<file path="src/rtl/multi_way_fetch.sv">
// N-way instruction fetch front end: round-robin sharing of one request/dataOk
// memory port, with a per-way PC, jump redirect and instruction FIFO.
module multi_way_fetch #(
    parameter int                NUM_WAYS   = 2,
    parameter int                ADDR_W     = 32,
    parameter int                INST_W     = 32,
    parameter int                FIFO_DEPTH = 4,
    parameter logic [ADDR_W-1:0] RESET_PC   = '0
) (
    input  logic                         clk,
    input  logic                         reset,
    output logic                         mem_request_o,
    output logic [ADDR_W-1:0]            mem_instAddr_o,
    input  logic [INST_W-1:0]            mem_inst_i,
    input  logic                         mem_dataOk_i,
    input  logic [NUM_WAYS-1:0]          jumpFlag_i,
    input  logic [NUM_WAYS*ADDR_W-1:0]   jumpAddr_i,
    output logic [NUM_WAYS*INST_W-1:0]   inst_o,
    output logic [NUM_WAYS*ADDR_W-1:0]   instAddr_o,
    output logic [NUM_WAYS-1:0]          valid_o,
    input  logic [NUM_WAYS-1:0]          ready_i
);

    localparam int PTR_W = (NUM_WAYS > 1) ? $clog2(NUM_WAYS) : 1;
    localparam int IDX_W = $clog2(FIFO_DEPTH);
    localparam int CNT_W = IDX_W + 1;
    localparam logic [ADDR_W-1:0] PC_INC = ADDR_W'(INST_W / 8);

    typedef enum logic {IDLE, WAIT} state_t;

    state_t                           state_q, state_d;
    logic   [PTR_W-1:0]               rr_ptr, owner, grant_idx, cand;
    logic                             grant_vld;
    logic                             stale;
    logic   [ADDR_W-1:0]              addr_q;
    int                               arb_idx;
    logic   [NUM_WAYS-1:0]            eligible, push, pop;
    logic   [NUM_WAYS-1:0][ADDR_W-1:0] pc_all;

    // Round-robin search for the first eligible way starting at rr_ptr.
    always_comb begin
        grant_vld = 1'b0;
        grant_idx = '0;
        cand      = '0;
        arb_idx   = 0;
        for (int k = 0; k < NUM_WAYS; k++) begin
            arb_idx = (int'(rr_ptr) + k) % NUM_WAYS;
            cand    = PTR_W'(arb_idx);
            if (!grant_vld && eligible[cand]) begin
                grant_vld = 1'b1;
                grant_idx = cand;
            end
        end
    end

    always_ff @(posedge clk or posedge reset) begin
        if (reset) state_q <= IDLE;
        else       state_q <= state_d;
    end

    always_comb begin
        state_d = state_q;
        case (state_q)
            IDLE:    if (grant_vld)    state_d = WAIT;
            WAIT:    if (mem_dataOk_i) state_d = IDLE;
            default: state_d = IDLE;
        endcase
    end

    always_comb begin
        mem_request_o  = (state_q == WAIT);
        mem_instAddr_o = addr_q;
    end

    // A jump on the owning way while waiting marks the in-flight response stale.
    always_ff @(posedge clk or posedge reset) begin
        if (reset) begin
            rr_ptr <= '0;
            owner  <= '0;
            addr_q <= '0;
            stale  <= 1'b0;
        end else if (state_q == IDLE && grant_vld) begin
            addr_q <= pc_all[grant_idx];
            owner  <= grant_idx;
            stale  <= 1'b0;
            rr_ptr <= (grant_idx == PTR_W'(NUM_WAYS - 1)) ? '0 : grant_idx + 1'b1;
        end else if (state_q == WAIT && jumpFlag_i[owner]) begin
            stale <= 1'b1;
        end
    end

    for (genvar i = 0; i < NUM_WAYS; i++) begin : g_way
        logic [ADDR_W-1:0] pc_q;
        logic [CNT_W-1:0]  cnt_q;
        logic [IDX_W-1:0]  rd_q, wr_q;
        logic [ADDR_W-1:0] fifo_pc   [FIFO_DEPTH];
        logic [INST_W-1:0] fifo_inst [FIFO_DEPTH];

        assign pc_all[i]   = pc_q;
        assign eligible[i] = (cnt_q < CNT_W'(FIFO_DEPTH)) && !jumpFlag_i[i];
        assign push[i]     = (state_q == WAIT) && mem_dataOk_i && !stale &&
                             !jumpFlag_i[i] && (owner == PTR_W'(i));
        assign pop[i]      = (cnt_q != '0) && ready_i[i] && !jumpFlag_i[i];

        // A jump flushes the FIFO and redirects the PC in the same edge.
        always_ff @(posedge clk or posedge reset) begin
            if (reset) begin
                pc_q  <= RESET_PC;
                cnt_q <= '0;
                rd_q  <= '0;
                wr_q  <= '0;
            end else if (jumpFlag_i[i]) begin
                pc_q  <= jumpAddr_i[i*ADDR_W +: ADDR_W];
                cnt_q <= '0;
                rd_q  <= '0;
                wr_q  <= '0;
            end else begin
                if (push[i]) begin
                    pc_q <= pc_q + PC_INC;
                    wr_q <= wr_q + 1'b1;
                end
                if (pop[i]) rd_q <= rd_q + 1'b1;
                cnt_q <= cnt_q + CNT_W'(push[i]) - CNT_W'(pop[i]);
            end
        end

        always_ff @(posedge clk) begin
            if (push[i]) begin
                fifo_pc[wr_q]   <= pc_q;
                fifo_inst[wr_q] <= mem_inst_i;
            end
        end

        // Storage is not reset, so the head is masked while the FIFO is empty.
        assign valid_o[i]                     = (cnt_q != '0);
        assign inst_o[i*INST_W +: INST_W]     = (cnt_q != '0) ? fifo_inst[rd_q] : '0;
        assign instAddr_o[i*ADDR_W +: ADDR_W] = (cnt_q != '0) ? fifo_pc[rd_q] : '0;
    end

endmodule

</file>
<file path="config.mk">
export PLATFORM = sky130hd
export DESIGN_NAME = multi_way_fetch
export DESIGN_NICKNAME = d
export VERILOG_FILES = /design/src/rtl/multi_way_fetch.sv
export SDC_FILE = /design/constraint.sdc
export NUM_CORES = 1
export LEC_CHECK = 0
export CAP_MARGIN = 20
export CORE_ASPECT_RATIO = 0.9
export CORE_MARGIN = 1
export CORE_UTILIZATION = 51
export CTS_CLUSTER_DIAMETER = 40
export DETAILED_ROUTE_END_ITERATION = 16
export PLACE_DENSITY = 0.76
export REMOVE_ABC_BUFFERS = 1
export SKIP_LAST_GASP = 1
export SLEW_MARGIN = 20
export SYNTH_ARGS = -nofsm -noshare
export SYNTH_HDL_FRONTEND = slang
export SYNTH_SLANG_ARGS = --single-unit
</file>
<file path="constraint.sdc">
create_clock -name clk -period 4.1 [get_ports clk]
set_clock_uncertainty 0.15 [all_clocks]
set_input_delay 0.82 -clock clk [delete_from_list [all_inputs] [get_ports clk]]
set_output_delay 0.82 -clock clk [all_outputs]
set_load 0.1 [all_outputs]
</file>
==> impl_results.md <==
* Core area at 49100 µm²
* Placed Area at 28700 µm²
* Starting Density at 51.7%
* Hold Path Depth at 2
* Outcome: finished, final reports clean
* Total Power at 23.6 mW
* Clk slew on worst S/H paths at 0.05 ns
* CTS tree: yes
* Hold Path Class: flop to flop
* Share of layout cells above drive strength 1 at 24.7%
* Synth Warn # at 0
* Max-cap violations at 0
* Vias in the first global route at 14923
* Largest net degree at the start of global routing at 66
* Ports at 266
* Total CTS buffers at 75
* Residual DRC at 0
* Std cell rows at 77
* Final cycle utilization of the critical path at 91.1%
* Reg2reg path depth at 10
* Cells after synthesis at 1464
* Final #Nets at 1880
* CTS Buffer Depth at 3
* Number of flops mapped to enable cells by yosys at 512
* Die area at 50700 µm²
* Final ANT Viol Nets at 0
* Final setup viols at 0
* Slew @ Worst Pin at 1.15 ns
* Clock power share at 27.6%
* Routability cong. at 0.836
* Die Wd at 237 µm
* Synthesized flop and latch total at 626
* Gate power share at 39.1%
* Critical Path Sink Type: primary output
* Avg Inst Size Synth at 17.3 µm²
* Hold buffers post-CTS at 0
* PostCTS Resize Cnt at 0
* Lkg Pwr at 10.8 nW
* Wirelength per Cell at 26.5 µm
* Fmax achieved at 0.268 GHz
* Clk_lat worst skew at 0.62 ns
* Power Density at 757 nW/µm²
* Final instance area at 31100 µm²
* Setup CP Type: flop to primary output
* Post-DP HPWL at 41.9 mm
* Worst VDD drop at 648 µV
* Final min period at 3.74 ns
* Synth Cell Area at 25400 µm²
* Root buffer cell: clkbuf_16
* CTS H-tree lvls at 3
* Int Power at 13.3 mW
* Asr flop ratio synth at 18.2%
* First-pass GRT wire length at 95.7 mm
* Vias per inst at 6.14
* Yosys cell types at 56
* Overall die height at 214 µm
* Detailed Route WL at 65.1 mm
* Buffers added on ports at 265
* Post-CTS setup buffers at 0
* Initial antenna violation count at 1
* Slew HR at 22.9%
* Total gr overflow at 0
* Area Overhead vs Synth at 22.7%
* Initial DRC Count at 1770
* GRT Overall Usage at 26.1%
* Crit Path Max Fanout at 56
* Final Hold Viols at 0
* Seq/Total Area, Yosys at 71.8%
* Crit path arrival time at 2.77 ns
* Final Max Slew Viols at 0
* # clock sinks at 626
* DR vias at 15086
* RSZ-0062 raised after global routing: no
* Total net switching power at 10.3 mW
* Critical path launch point type: flop
* Switching Fraction at 43.5%
* CP required at 3.13 ns
* DRT Pass-1 Iters at 6
* Sequential power share at 33.3%
* Most used DFF post-synth: edfxtp_1
## per-layer routing
metal | vias to the layer above | global-route usage [%] | routed length [µm]
li1 | 6412 | - | -
met5 | - | 0 | 0
met1 | 7667 | 36.7 | 25800
met4 | 0 | 7.27 | 1220
met3 | 101 | 7.85 | 7530
met2 | 906 | 40.2 | 30500
## cell usage in the layout (no fill, tap or decap), types with 33 or more instances in the layout
cell type	instances
nor2_1	53
inv_1	52
clkdlybuf4s50_1	131
dfrtp_1	110
o21ai_0	33
nand2_1	55
and2_1	130
buf_4	155
mux4_2	128
clkbuf_16	76
edfxtp_1	512
## synthesized netlist by cell type, types with 29 or more instances
cell	n	area [µm²]
nand3_1	29	145
and2_1	134	838
a222oi_1	32	320
nand2_1	55	206
inv_1	53	199
nor2_1	53	199
a31oi_1	31	194
edfxtp_1	512	15400
dfrtp_1	114	2850
mux4_2	128	2880
o21ai_0	33	165
clkbuf_1	53	199
## through the flow
stage / instances / worst slack [ns] / hold slack, ns / utilization (%) / TNS (ns)
2_1_floorplan: 1382 / -0.706 / 0.323 / - / -94.14
3_3_place_gp: 2316 / 0.674 / 0.354 / 58.3 / 0
3_5_place_dp: 2316 / 0.572 / 0.361 / 58.3 / 0
4_1_cts: 2456 / 0.323 / 0.378 / 63.4 / 0
5_1_grt: 2456 / 0.263 / 0.412 / 63.4 / 0
6_report: 2457 / 0.363 / 0.383 / 63.4 / 0
## cells by family after synthesis
kind of cell | count (synthesis) | synth area share, %
AO/OA/AOI/OAI | 136 | 3.84
XOR/XNOR | 30 | 1.04
adder cells (fa/ha/maj) | 16 | 0.848
buffers and inverters | 137 | 2.12
flip-flops | 626 | 71.8
multiplexers | 134 | 11.6
AND/OR/NAND/NOR | 385 | 8.72
## critical path, stage by stage (launching register included)
cell     delay [ns]
dfrtp_4        0.97
buf_4          0.31
mux4_2         0.35
and2_1         0.18
buf_4          0.23
## state kept, by name, indices dropped and copies added (netlist names)
signal	flops
mem_instAddr_o	32
g_way.fifo_inst	256
g_way.rd_q	4
g_way.wr_q	4
rr_ptr	1
g_way.cnt_q	6
g_way.pc_q	64
owner	1
g_way.fifo_pc	256
stale	1
mem_request_o	1
## power by group through the flow
stage	sequential, mW	combinational, mW	clock, mW
6_report	7.85	9.21	6.51
5_1_grt	7.88	9.51	6.84
4_1_cts	7.83	9.26	6.60
3_5_place_dp	7.96	9.22	0
3_3_place_gp	7.93	9.16	0
2_1_floorplan	8.98	5.84	0
## cell type report
type | count | area, µm²
sequential | 626 | 18200
fill | 3434 | 18000
multi-input combinational | 701 | 6660
timing repair buffer | 302 | 2750
clock buffer | 94 | 1990
tap | 632 | 791
clock inverter | 46 | 492
inverter | 55 | 209
antenna | 1 | 2.50
## path summary, 6_finish.rpt
path	slack, ns	start	endpoint
min	0.38	mem_instAddr_o[11]$_DFFE_PP0P_	mem_instAddr_o[11]$_DFFE_PP0P_
min reg2reg	0.38	mem_instAddr_o[11]$_DFFE_PP0P_	mem_instAddr_o[11]$_DFFE_PP0P_
min in group asynchronous	0.51	reset	g_way[0].rd_q[1]$_DFFE_PP0P_
max reg2reg	1.04	g_way[0].cnt_q[1]$_DFF_PP0_	g_way[0].cnt_q[2]$_DFF_PP0_
max	0.36	g_way[0].rd_q[1]$_DFFE_PP0P_	inst_o[31]
max in group asynchronous	2.37	reset	g_way[1].rd_q[1]$_DFFE_PP0P_
Power figures use the tool's default switching activity.
